**src/rtl/ahb_ap_ctrl_if.sv**
```systemverilog
// Bundle of the fifo1/fifo2 handshakes, the AHB-Lite master bus and status flags
// that surround the MEM-AP controller.
interface ahb_ap_ctrl_if;
  logic        rempty;
  logic [40:0] rdata_fifo1;
  logic        rinc;
  logic        wfull;
  logic [31:0] wdata_fifo2;
  logic        winc;
  logic [31:0] HADDR;
  logic        HWRITE;
  logic [2:0]  HSIZE;
  logic [1:0]  HTRANS;
  logic [31:0] HWDATA;
  logic [31:0] HRDATA;
  logic        HREADY;
  logic        HRESP;
  logic        busy;
  logic        sticky_err;

  modport master (
    input  rempty, rdata_fifo1, wfull, HRDATA, HREADY, HRESP,
    output rinc, wdata_fifo2, winc, HADDR, HWRITE, HSIZE, HTRANS, HWDATA,
           busy, sticky_err
  );

  modport slave (
    output rempty, rdata_fifo1, wfull, HRDATA, HREADY, HRESP,
    input  rinc, wdata_fifo2, winc, HADDR, HWRITE, HSIZE, HTRANS, HWDATA,
           busy, sticky_err
  );
endinterface

```
**src/rtl/ahb_ap_ctrl.sv**
```systemverilog
// MEM-AP controller: decodes one debug command at a time into CSW/TAR/DRW/IDR
// accesses, runs single AHB-Lite transfers for DRW and returns read data via fifo2.
module ahb_ap_ctrl #(
  parameter logic [31:0] CSW_RESET = 32'h0000_0002,
  parameter logic [31:0] AP_IDR    = 32'h0477_0001
) (
  input logic           CLK,
  input logic           nRST,
  ahb_ap_ctrl_if.master bus
);

  localparam logic [2:0] ST_IDLE = 3'd0;
  localparam logic [2:0] ST_EXEC = 3'd1;
  localparam logic [2:0] ST_ADDR = 3'd2;
  localparam logic [2:0] ST_DATA = 3'd3;
  localparam logic [2:0] ST_PUSH = 3'd4;

  localparam logic [7:0] A_CSW = 8'h00;
  localparam logic [7:0] A_TAR = 8'h04;
  localparam logic [7:0] A_DRW = 8'h0C;
  localparam logic [7:0] A_IDR = 8'hFC;

  localparam logic [1:0] HT_IDLE   = 2'b00;
  localparam logic [1:0] HT_NONSEQ = 2'b10;

  logic [2:0]  state_r;
  logic [40:0] cmd_r;
  logic [7:0]  csw_r;
  logic [31:0] tar_r;
  logic [31:0] result_r;
  logic [31:0] haddr_r;
  logic        hwrite_r;
  logic [2:0]  hsize_r;
  logic [1:0]  htrans_r;
  logic [31:0] hwdata_r;

  logic        cmd_wnr_s;
  logic [7:0]  cmd_addr_s;
  logic [31:0] cmd_data_s;

  assign cmd_wnr_s  = cmd_r[40];
  assign cmd_addr_s = cmd_r[39:32];
  assign cmd_data_s = cmd_r[31:0];

  // Sizes above word are not supported by this AP and fall back to word.
  function automatic logic [2:0] clamp_size(input logic [2:0] size);
    logic [2:0] res;
    if (size > 3'd2) begin
      res = 3'b010;
    end else begin
      res = size;
    end
    return res;
  endfunction

  // Controller FSM, AP registers and registered AHB/response outputs.
  always_ff @(posedge CLK or negedge nRST) begin
    if (!nRST) begin
      state_r  <= ST_IDLE;
      cmd_r    <= 41'd0;
      csw_r    <= CSW_RESET[7:0];
      tar_r    <= 32'd0;
      result_r <= 32'd0;
      haddr_r  <= 32'd0;
      hwrite_r <= 1'b0;
      hsize_r  <= 3'd0;
      htrans_r <= HT_IDLE;
      hwdata_r <= 32'd0;
    end else begin
      case (state_r)
        ST_IDLE: begin
          if (!bus.rempty) begin
            cmd_r   <= bus.rdata_fifo1;
            state_r <= ST_EXEC;
          end
        end
        ST_EXEC: begin
          case (cmd_addr_s)
            A_CSW: begin
              if (cmd_wnr_s) begin
                csw_r[5:4] <= cmd_data_s[5:4];
                csw_r[2:0] <= cmd_data_s[2:0];
                if (cmd_data_s[7]) begin
                  csw_r[7] <= 1'b0;
                end
                state_r <= ST_IDLE;
              end else begin
                result_r <= {24'd0, csw_r[7], 1'b0, csw_r[5:0]};
                state_r  <= ST_PUSH;
              end
            end
            A_TAR: begin
              if (cmd_wnr_s) begin
                tar_r   <= cmd_data_s;
                state_r <= ST_IDLE;
              end else begin
                result_r <= tar_r;
                state_r  <= ST_PUSH;
              end
            end
            A_DRW: begin
              haddr_r  <= tar_r;
              hwrite_r <= cmd_wnr_s;
              hsize_r  <= clamp_size(csw_r[2:0]);
              htrans_r <= HT_NONSEQ;
              state_r  <= ST_ADDR;
            end
            A_IDR: begin
              if (cmd_wnr_s) begin
                state_r <= ST_IDLE;
              end else begin
                result_r <= AP_IDR;
                state_r  <= ST_PUSH;
              end
            end
            default: begin
              if (cmd_wnr_s) begin
                state_r <= ST_IDLE;
              end else begin
                result_r <= 32'd0;
                state_r  <= ST_PUSH;
              end
            end
          endcase
        end
        ST_ADDR: begin
          if (bus.HREADY) begin
            htrans_r <= HT_IDLE;
            if (hwrite_r) begin
              hwdata_r <= cmd_data_s;
            end
            state_r <= ST_DATA;
          end
        end
        ST_DATA: begin
          if (bus.HREADY) begin
            if (bus.HRESP) begin
              csw_r[7] <= 1'b1;
              if (hwrite_r) begin
                state_r <= ST_IDLE;
              end else begin
                result_r <= 32'd0;
                state_r  <= ST_PUSH;
              end
            end else begin
              if (csw_r[5:4] == 2'b01) begin
                tar_r <= tar_r + (32'd1 << hsize_r);
              end
              if (hwrite_r) begin
                state_r <= ST_IDLE;
              end else begin
                result_r <= bus.HRDATA;
                state_r  <= ST_PUSH;
              end
            end
          end
        end
        ST_PUSH: begin
          if (!bus.wfull) begin
            state_r <= ST_IDLE;
          end
        end
        default: begin
          state_r <= ST_IDLE;
        end
      endcase
    end
  end

  // The FIFO strobes must follow rempty/wfull in the same cycle, otherwise a
  // pop or push could land on an empty/full FIFO; they decode from state_r.
  assign bus.rinc        = (state_r == ST_IDLE) && !bus.rempty;
  assign bus.winc        = (state_r == ST_PUSH) && !bus.wfull;
  assign bus.wdata_fifo2 = result_r;
  assign bus.HADDR       = haddr_r;
  assign bus.HWRITE      = hwrite_r;
  assign bus.HSIZE       = hsize_r;
  assign bus.HTRANS      = htrans_r;
  assign bus.HWDATA      = hwdata_r;
  assign bus.busy        = (state_r != ST_IDLE);
  assign bus.sticky_err  = csw_r[7];

endmodule

```
**src/flat_wrapper.sv**
```systemverilog
// flat-port wrapper written by rule: the top's interface ports become plain ports
module ahb_ap_ctrl_flat 
#(
  parameter logic [31:0] CSW_RESET = 32'h0000_0002,
  parameter logic [31:0] AP_IDR    = 32'h0477_0001
)
  (CLK, nRST, bus_rempty, bus_rdata_fifo1, bus_wfull, bus_HRDATA, bus_HREADY, bus_HRESP, bus_rinc, bus_wdata_fifo2, bus_winc, bus_HADDR, bus_HWRITE, bus_HSIZE, bus_HTRANS, bus_HWDATA, bus_busy, bus_sticky_err);
  ahb_ap_ctrl_if bus_i ();
  input logic CLK;
  input logic nRST;
  input wire logic [$bits(bus_i.rempty)-1:0] bus_rempty;
  input wire logic [$bits(bus_i.rdata_fifo1)-1:0] bus_rdata_fifo1;
  input wire logic [$bits(bus_i.wfull)-1:0] bus_wfull;
  input wire logic [$bits(bus_i.HRDATA)-1:0] bus_HRDATA;
  input wire logic [$bits(bus_i.HREADY)-1:0] bus_HREADY;
  input wire logic [$bits(bus_i.HRESP)-1:0] bus_HRESP;
  output wire logic [$bits(bus_i.rinc)-1:0] bus_rinc;
  output wire logic [$bits(bus_i.wdata_fifo2)-1:0] bus_wdata_fifo2;
  output wire logic [$bits(bus_i.winc)-1:0] bus_winc;
  output wire logic [$bits(bus_i.HADDR)-1:0] bus_HADDR;
  output wire logic [$bits(bus_i.HWRITE)-1:0] bus_HWRITE;
  output wire logic [$bits(bus_i.HSIZE)-1:0] bus_HSIZE;
  output wire logic [$bits(bus_i.HTRANS)-1:0] bus_HTRANS;
  output wire logic [$bits(bus_i.HWDATA)-1:0] bus_HWDATA;
  output wire logic [$bits(bus_i.busy)-1:0] bus_busy;
  output wire logic [$bits(bus_i.sticky_err)-1:0] bus_sticky_err;
  assign bus_i.rempty = bus_rempty;
  assign bus_i.rdata_fifo1 = bus_rdata_fifo1;
  assign bus_i.wfull = bus_wfull;
  assign bus_i.HRDATA = bus_HRDATA;
  assign bus_i.HREADY = bus_HREADY;
  assign bus_i.HRESP = bus_HRESP;
  assign bus_rinc = bus_i.rinc;
  assign bus_wdata_fifo2 = bus_i.wdata_fifo2;
  assign bus_winc = bus_i.winc;
  assign bus_HADDR = bus_i.HADDR;
  assign bus_HWRITE = bus_i.HWRITE;
  assign bus_HSIZE = bus_i.HSIZE;
  assign bus_HTRANS = bus_i.HTRANS;
  assign bus_HWDATA = bus_i.HWDATA;
  assign bus_busy = bus_i.busy;
  assign bus_sticky_err = bus_i.sticky_err;
  ahb_ap_ctrl #(.CSW_RESET(CSW_RESET), .AP_IDR(AP_IDR)) u_core (.CLK(CLK), .nRST(nRST), .bus(bus_i));
endmodule
```
**config.mk**
```make
export PLATFORM = sky130hd
export DESIGN_NAME = ahb_ap_ctrl_flat
export DESIGN_NICKNAME = d
export VERILOG_FILES = /design/src/rtl/ahb_ap_ctrl_if.sv /design/src/rtl/ahb_ap_ctrl.sv /design/src/flat_wrapper.sv
export SDC_FILE = /design/constraint.sdc
export NUM_CORES = 1
export LEC_CHECK = 0
export CAP_MARGIN = 0
export CORE_MARGIN = 4
export CORE_UTILIZATION = 40
export DETAILED_ROUTE_END_ITERATION = 8
export GPL_TIMING_DRIVEN = 0
export MAX_ROUTING_LAYER = met4
export PLACE_DENSITY = 0.66
export RECOVER_POWER = 25
export SLEW_MARGIN = 40
export SYNTH_ARGS = -nofsm -noshare
export SYNTH_HDL_FRONTEND = slang
export SYNTH_SLANG_ARGS = --single-unit
```
**constraint.sdc**
```tcl
create_clock -name CLK -period 3.5 [get_ports CLK]
set_input_delay 0.35 -clock CLK [delete_from_list [all_inputs] [get_ports CLK]]
set_output_delay 0.35 -clock CLK [all_outputs]
set_load 0.1 [all_outputs]
```
[Yosys cells after proc, flatten, opt, wreduce, memory -nomap -nowiden]
Index checks and enable logic that the tools add are counted.
Storage, ports and cells
  register bits after elaboration: 184
  input port bits: 79
  word-level logic and storage cells: 91
Cells by class
  add/sub/neg operators: 1
  $lt $le $gt $ge: 1
  eq/ne operators: 23
  shift operators: 1
  mux-type cells: 34
  bitwise gates (word level): 1
  reductions and logical operators: 18
Operators with widths (number)
  2-to-1 mux 32 bit: 13
  one-hot mux 32 bit (2 select lines): 2
  one-hot mux 32 bit (4 select lines): 1
  adder 32 bit: 1
  << shifter 1 x 3 -> 32 bit (first input constant): 1
  2-to-1 mux 3 bit: 8
  != test 2 bit (second input constant): 9
  one-hot mux 3 bit (5 select lines): 1
  != test 2 x 1 -> 1 bit (second input constant): 6
  AND reduction 6 bit: 2
  AND reduction 3 bit: 3
  == test 8 x 3 -> 1 bit (second input constant): 1
  == test 8 x 4 -> 1 bit (second input constant): 1
  == test 8 bit (second input constant): 1
  zero test 8 bit: 1
  == test 3 x 2 -> 1 bit (second input constant): 2
  2-to-1 mux 1 bit: 5
  AND reduction 5 bit: 1
  2-to-1 mux 2 bit: 2
  one-hot mux 2 bit (2 select lines): 1
  AND reduction 2 bit: 2
  AND reduction 4 bit: 1
  nonzero test 2 bit: 2
  == test 3 x 1 -> 1 bit (second input constant): 1
  9 further kinds: 11

[Logic depth before layout (Yosys ltp)]
  depth after elaboration: 6
  mapped depth: 11

[Least setup slack after synthesis]
No wires, ideal clock.
  path kind: register -> register
  from: reg u_core.state_r[0]
  to: reg u_core.cmd_r[0]
  library setup time: 127 ps
  data arrival time: 3249 ps
  path slack: 125 ps
  stages on the path, launching flop included: 6
  path through: dfrtp_1 -> clkbuf_1 -> or3_1 -> nor2_1 -> clkbuf_1 -> mux2_2
Between the ends
  word-level cells in the longest chain between the ends: 2
Ends and longest elaborated chain
  from (decl): line ahb_ap_ctrl.sv:26  | logic [2:0] state_r;
  from (signal assigned): line ahb_ap_ctrl.sv:59  | state_r <= ST_IDLE;
  from (signal assigned): line ahb_ap_ctrl.sv:74  | state_r <= ST_EXEC;
  from (signal assigned): line ahb_ap_ctrl.sv:86  | state_r <= ST_IDLE;
  zero test 3 bit: line ahb_ap_ctrl.sv:70  | case (state_r)
  AND reduction 2 bit (no line)
  to (signal assigned): line ahb_ap_ctrl.sv:73  | cmd_r <= bus.rdata_fifo1;
  to (decl): line ahb_ap_ctrl.sv:27  | logic [40:0] cmd_r;
Every way passes these cells.
A chain may end at the register's enable or synchronous reset.

[Worst setup path in the final report]
  from: reg u_core.state_r[0]
  to: out bus_rinc
Between the ends
  word-level cells in the longest chain between the ends: 2
Ends and longest elaborated chain
  zero test 3 bit: line ahb_ap_ctrl.sv:172  | assign bus.rinc = (state_r == ST_IDLE) && !bus.rempty;
  logical AND 1 bit: line ahb_ap_ctrl.sv:172
  to (decl): line flat_wrapper.sv:17  | output wire logic [$bits(bus_i.rinc)-1:0] bus_rinc;
Every way passes these cells.

==> metrics.csv <==
metric,value,unit
IO Count,185,
CP cell instances,clkbuf_1 > or3_1 > nor2_1 > clkbuf_2 > buf_2,
routed wl met2,11500,um
main flop type after synthesis,dfrtp_1,
slowest cell on the critical path,nor2_1,
Routed Antenna Nets,0,
worst min-delay path category,flop to flop,
DRC Markers,0,
Worst EP arrival,2890,ps
sequential area share after synthesis,0.542,
P_leak,5.10,nW
Finish-stage setup viols,0,
Placed Cells,1206,
Die Ht,153,um
DR WL met3,2270,um
GRT Util Overall,0.217,
max-cap violations,1,
Tmin final,3240,ps
post-synthesis mux area share,0.148,
most frequent cells in the layout,"dfrtp_1 (182), buf_2 (120), mux2_2 (110)",
failing checks,"max-capacitance violations, max-slew violations",
largest family of logic cells by synthesized area,multiplexers,
first-pass GRT wire length,39000,um
synthesized area,8450,um2
CTS tree,done,
Sw Pwr,2.54,mW
Post-Synth XOR/XNOR Area,0.00725,
Slew HR,-0.564,
CP Launch Type,flop,
post-synthesis compound-gate area fraction,0.146,
total negative slack,0,ps
"EDFF count, synth",0,
Clock Latency Late Sink,430,ps
Final period util,0.926,
clock share of power,0.288,
Post-Syn Instances,751,
pin count of the biggest net entering global routing,72,
vias in the first global route,6844,
simple-gate share of the synthesized area,0.114,
Yosys cell types,63,
Pint,4.30,mW
Initial DRC Count,631,
H-tree depth,4,
status,finished with violations,
FMAX,0.309,GHz
drt pass-1 iters,5,
Yosys reg bits,183,
post-CTS setup buffers,0,
syn_area_per_cell,11.3,um2
Routed WL,25100,um
Max Root-Sink Buffers,2,
WS Path Type,flop to primary output,
Root Buffer,clkbuf_16,
antenna violations before repair,0,
antenna cell count,0,
cell family with most CP delay,buffers and inverters,
wire length on met1,10900,um
Final Net Count,1044,
Power per Cell Area,634,nW/um2
post-layout util,0.526,
Area Overhead vs Synth,27.5,%
Final Instance Count excl. Fillers,1237,
CP Data Required Time,3150,ps
worst slew pin tran,2350,ps
uppermost layer routed,met4,
Comb pwr share,0.272,
Net Sw Frac,0.372,
Initial Util,0.413,
hpwl dp,18200,um
Wirelength per Cell,20.3,um
ys async rst share,1.00,
Final Max Slew Viols,47,
RSZ-0062 raised after global routing,no,
fin area,10800,um2
vias per cell,5.57,
routability congestion estimate,0.927,
Crit Path Max Fanout,10,
Flop pwr share,0.440,
routed vias,6887,
R2R Setup Slk,390,ps
IO Port Bufs,183,
syn_nets,839,
crit-path max cell delay,560,ps
Clock Sinks,183,
total core area,20500,um2
yosys warns,1,
cts bufs inserted,17,
Cell Rows,52,
fraction of layout cells with a size suffix above 1,0.286,
"commonest non-fill, non-tap cell in the layout",dfrtp_1,
"Power, Total",6.84,mW
"Hold Vio Cnt, Final",0,
overall die width,153,um
maximum VDD drop,405,uV
Buf/Inv on CP,3,
total grt overflow,0,
full die area,23500,um2
Placed Area,10200,um2
crit end category,primary output,
Post-Synth Adder-Cell Area,0.0142,
Clock Skews,7.86,ps
clock transition at the registers of the reported paths,70,ps
[layout make-up]
class                           count  area (um2)
Inverter                            2        7.51
Tap cell                          270         338
Buffer                             53         238
Clock buffer                       19         443
Sequential cell                   183        4580
Multi-Input combinational cell    513        3650
Fill cell                        1899        9710
Clock inverter                     11         150
Timing Repair Buffer              186        1370
[final timing paths]
kind                                       startpoint  cells after the start                         end
max in group asynchronous                        nRST                      2         u_core.bus.HSIZE[2]
hold reg to reg            u_core.bus.wdata_fifo2[11]                      2  u_core.bus.wdata_fifo2[11]
min in group asynchronous                        nRST                      2        u_core.bus.HADDR[25]
setup / recovery                    u_core.state_r[0]                      5                    bus_rinc
setup reg to reg                  u_core.bus.HSIZE[0]                     10            u_core.tar_r[31]
hold / removal             u_core.bus.wdata_fifo2[11]                      2  u_core.bus.wdata_fifo2[11]
[synthesized netlist by cell type (3+ instances only)]
cell type    n  area share
buf_4        3      0.0027
and4_1       4      0.0041
nor2_1      40       0.018
buf_1        5      0.0022
nand3_1     16      0.0095
nand4_1      5      0.0037
or3_1        8      0.0059
o31ai_1      9      0.0080
ha_1         8       0.012
a311oi_1     7      0.0073
o22a_1       3      0.0031
o32ai_1      3      0.0031
a31oi_1      6      0.0044
a211oi_1    11      0.0098
dfrtp_1    182        0.54
and3_1      10      0.0074
and2_1       6      0.0044
a21o_1       6      0.0053
a22oi_1     26       0.023
o21a_1       3      0.0027
o22ai_1      5      0.0037
nand2_1     70       0.031
nor3_1      11      0.0065
xor2_1       4      0.0041
a21oi_1     53       0.031
nor3b_1      3      0.0027
xnor2_1      3      0.0031
mux2_2     110        0.15
o21ai_0     14      0.0083
o211ai_1     3      0.0027
clkbuf_1    29       0.013
buf_2       15      0.0089
o21ai_1     34       0.020
[kinds of logic (layout without fill, tap and decap cells)]
kind of cell,after synthesis,count (layout)
compound gates,195,195
simple gates,190,190
other cells,1,1
xor+xnor,7,7
fa+ha+maj,9,9
buf+inv,55,271
mux,111,111
flops,183,183
[repair_timing]
action / CTS / global route
endpoints found under the setup margin: 0 / 2
endpoints found under the hold margin: 46 / 0
hold buffers: 1 / 0
resized for setup: 0 / 3
[metrics by stage]
stage                     worst slack, ps  hold WS, ps
after floorplan                       125         54.4
after global placement              -5690          460
after detailed placement              403          284
after CTS                            7.35          423
after global routing                 67.1          509
final                                 259          483
[power groups by stage]
stage                     Combinational [mW]  Clock, mW  Sequential, mW
after floorplan                        0.887          0            3.39
after global placement                  1.92          0            3.04
after detailed placement                1.87          0            3.04
after CTS                               1.87       2.00            3.01
after global routing                    1.99       2.09            3.06
final                                   1.86       1.97            3.01
[registers in the layout (all words and copies together), names as in the netlist]
| name | count |
|---|---|
| u_core.bus.sticky_err | 1 |
| u_core.bus.HTRANS | 1 |
| u_core.state_r | 3 |
| u_core.bus.wdata_fifo2 | 32 |
| u_core.bus.HWRITE | 1 |
| u_core.bus.HSIZE | 3 |
| u_core.cmd_r | 41 |
| u_core.bus.HWDATA | 32 |
| u_core.bus.HADDR | 32 |
| u_core.csw_r | 5 |
| u_core.tar_r | 32 |
[worst register-to-register path, cell delays in order, from the launching register on]
cell      delay [ps]
dfrtp_1          350
clkbuf_1         270
nor3b_1          380
ha_1             320
a211oi_1         210
o21ai_1          160
a31oi_1          260
clkbuf_1         420
nor3_1           180
and3_1           210
a311oi_1         270
[per-layer routing]
metal / vias up / track usage
li1: 3165 / -
met1: 3389 / 0.296
met2: 302 / 0.329
met3: 31 / 0.0534
met4: 0 / 0.0534
met5: - / -
No activity file was read; power rests on OpenSTA's default activity.
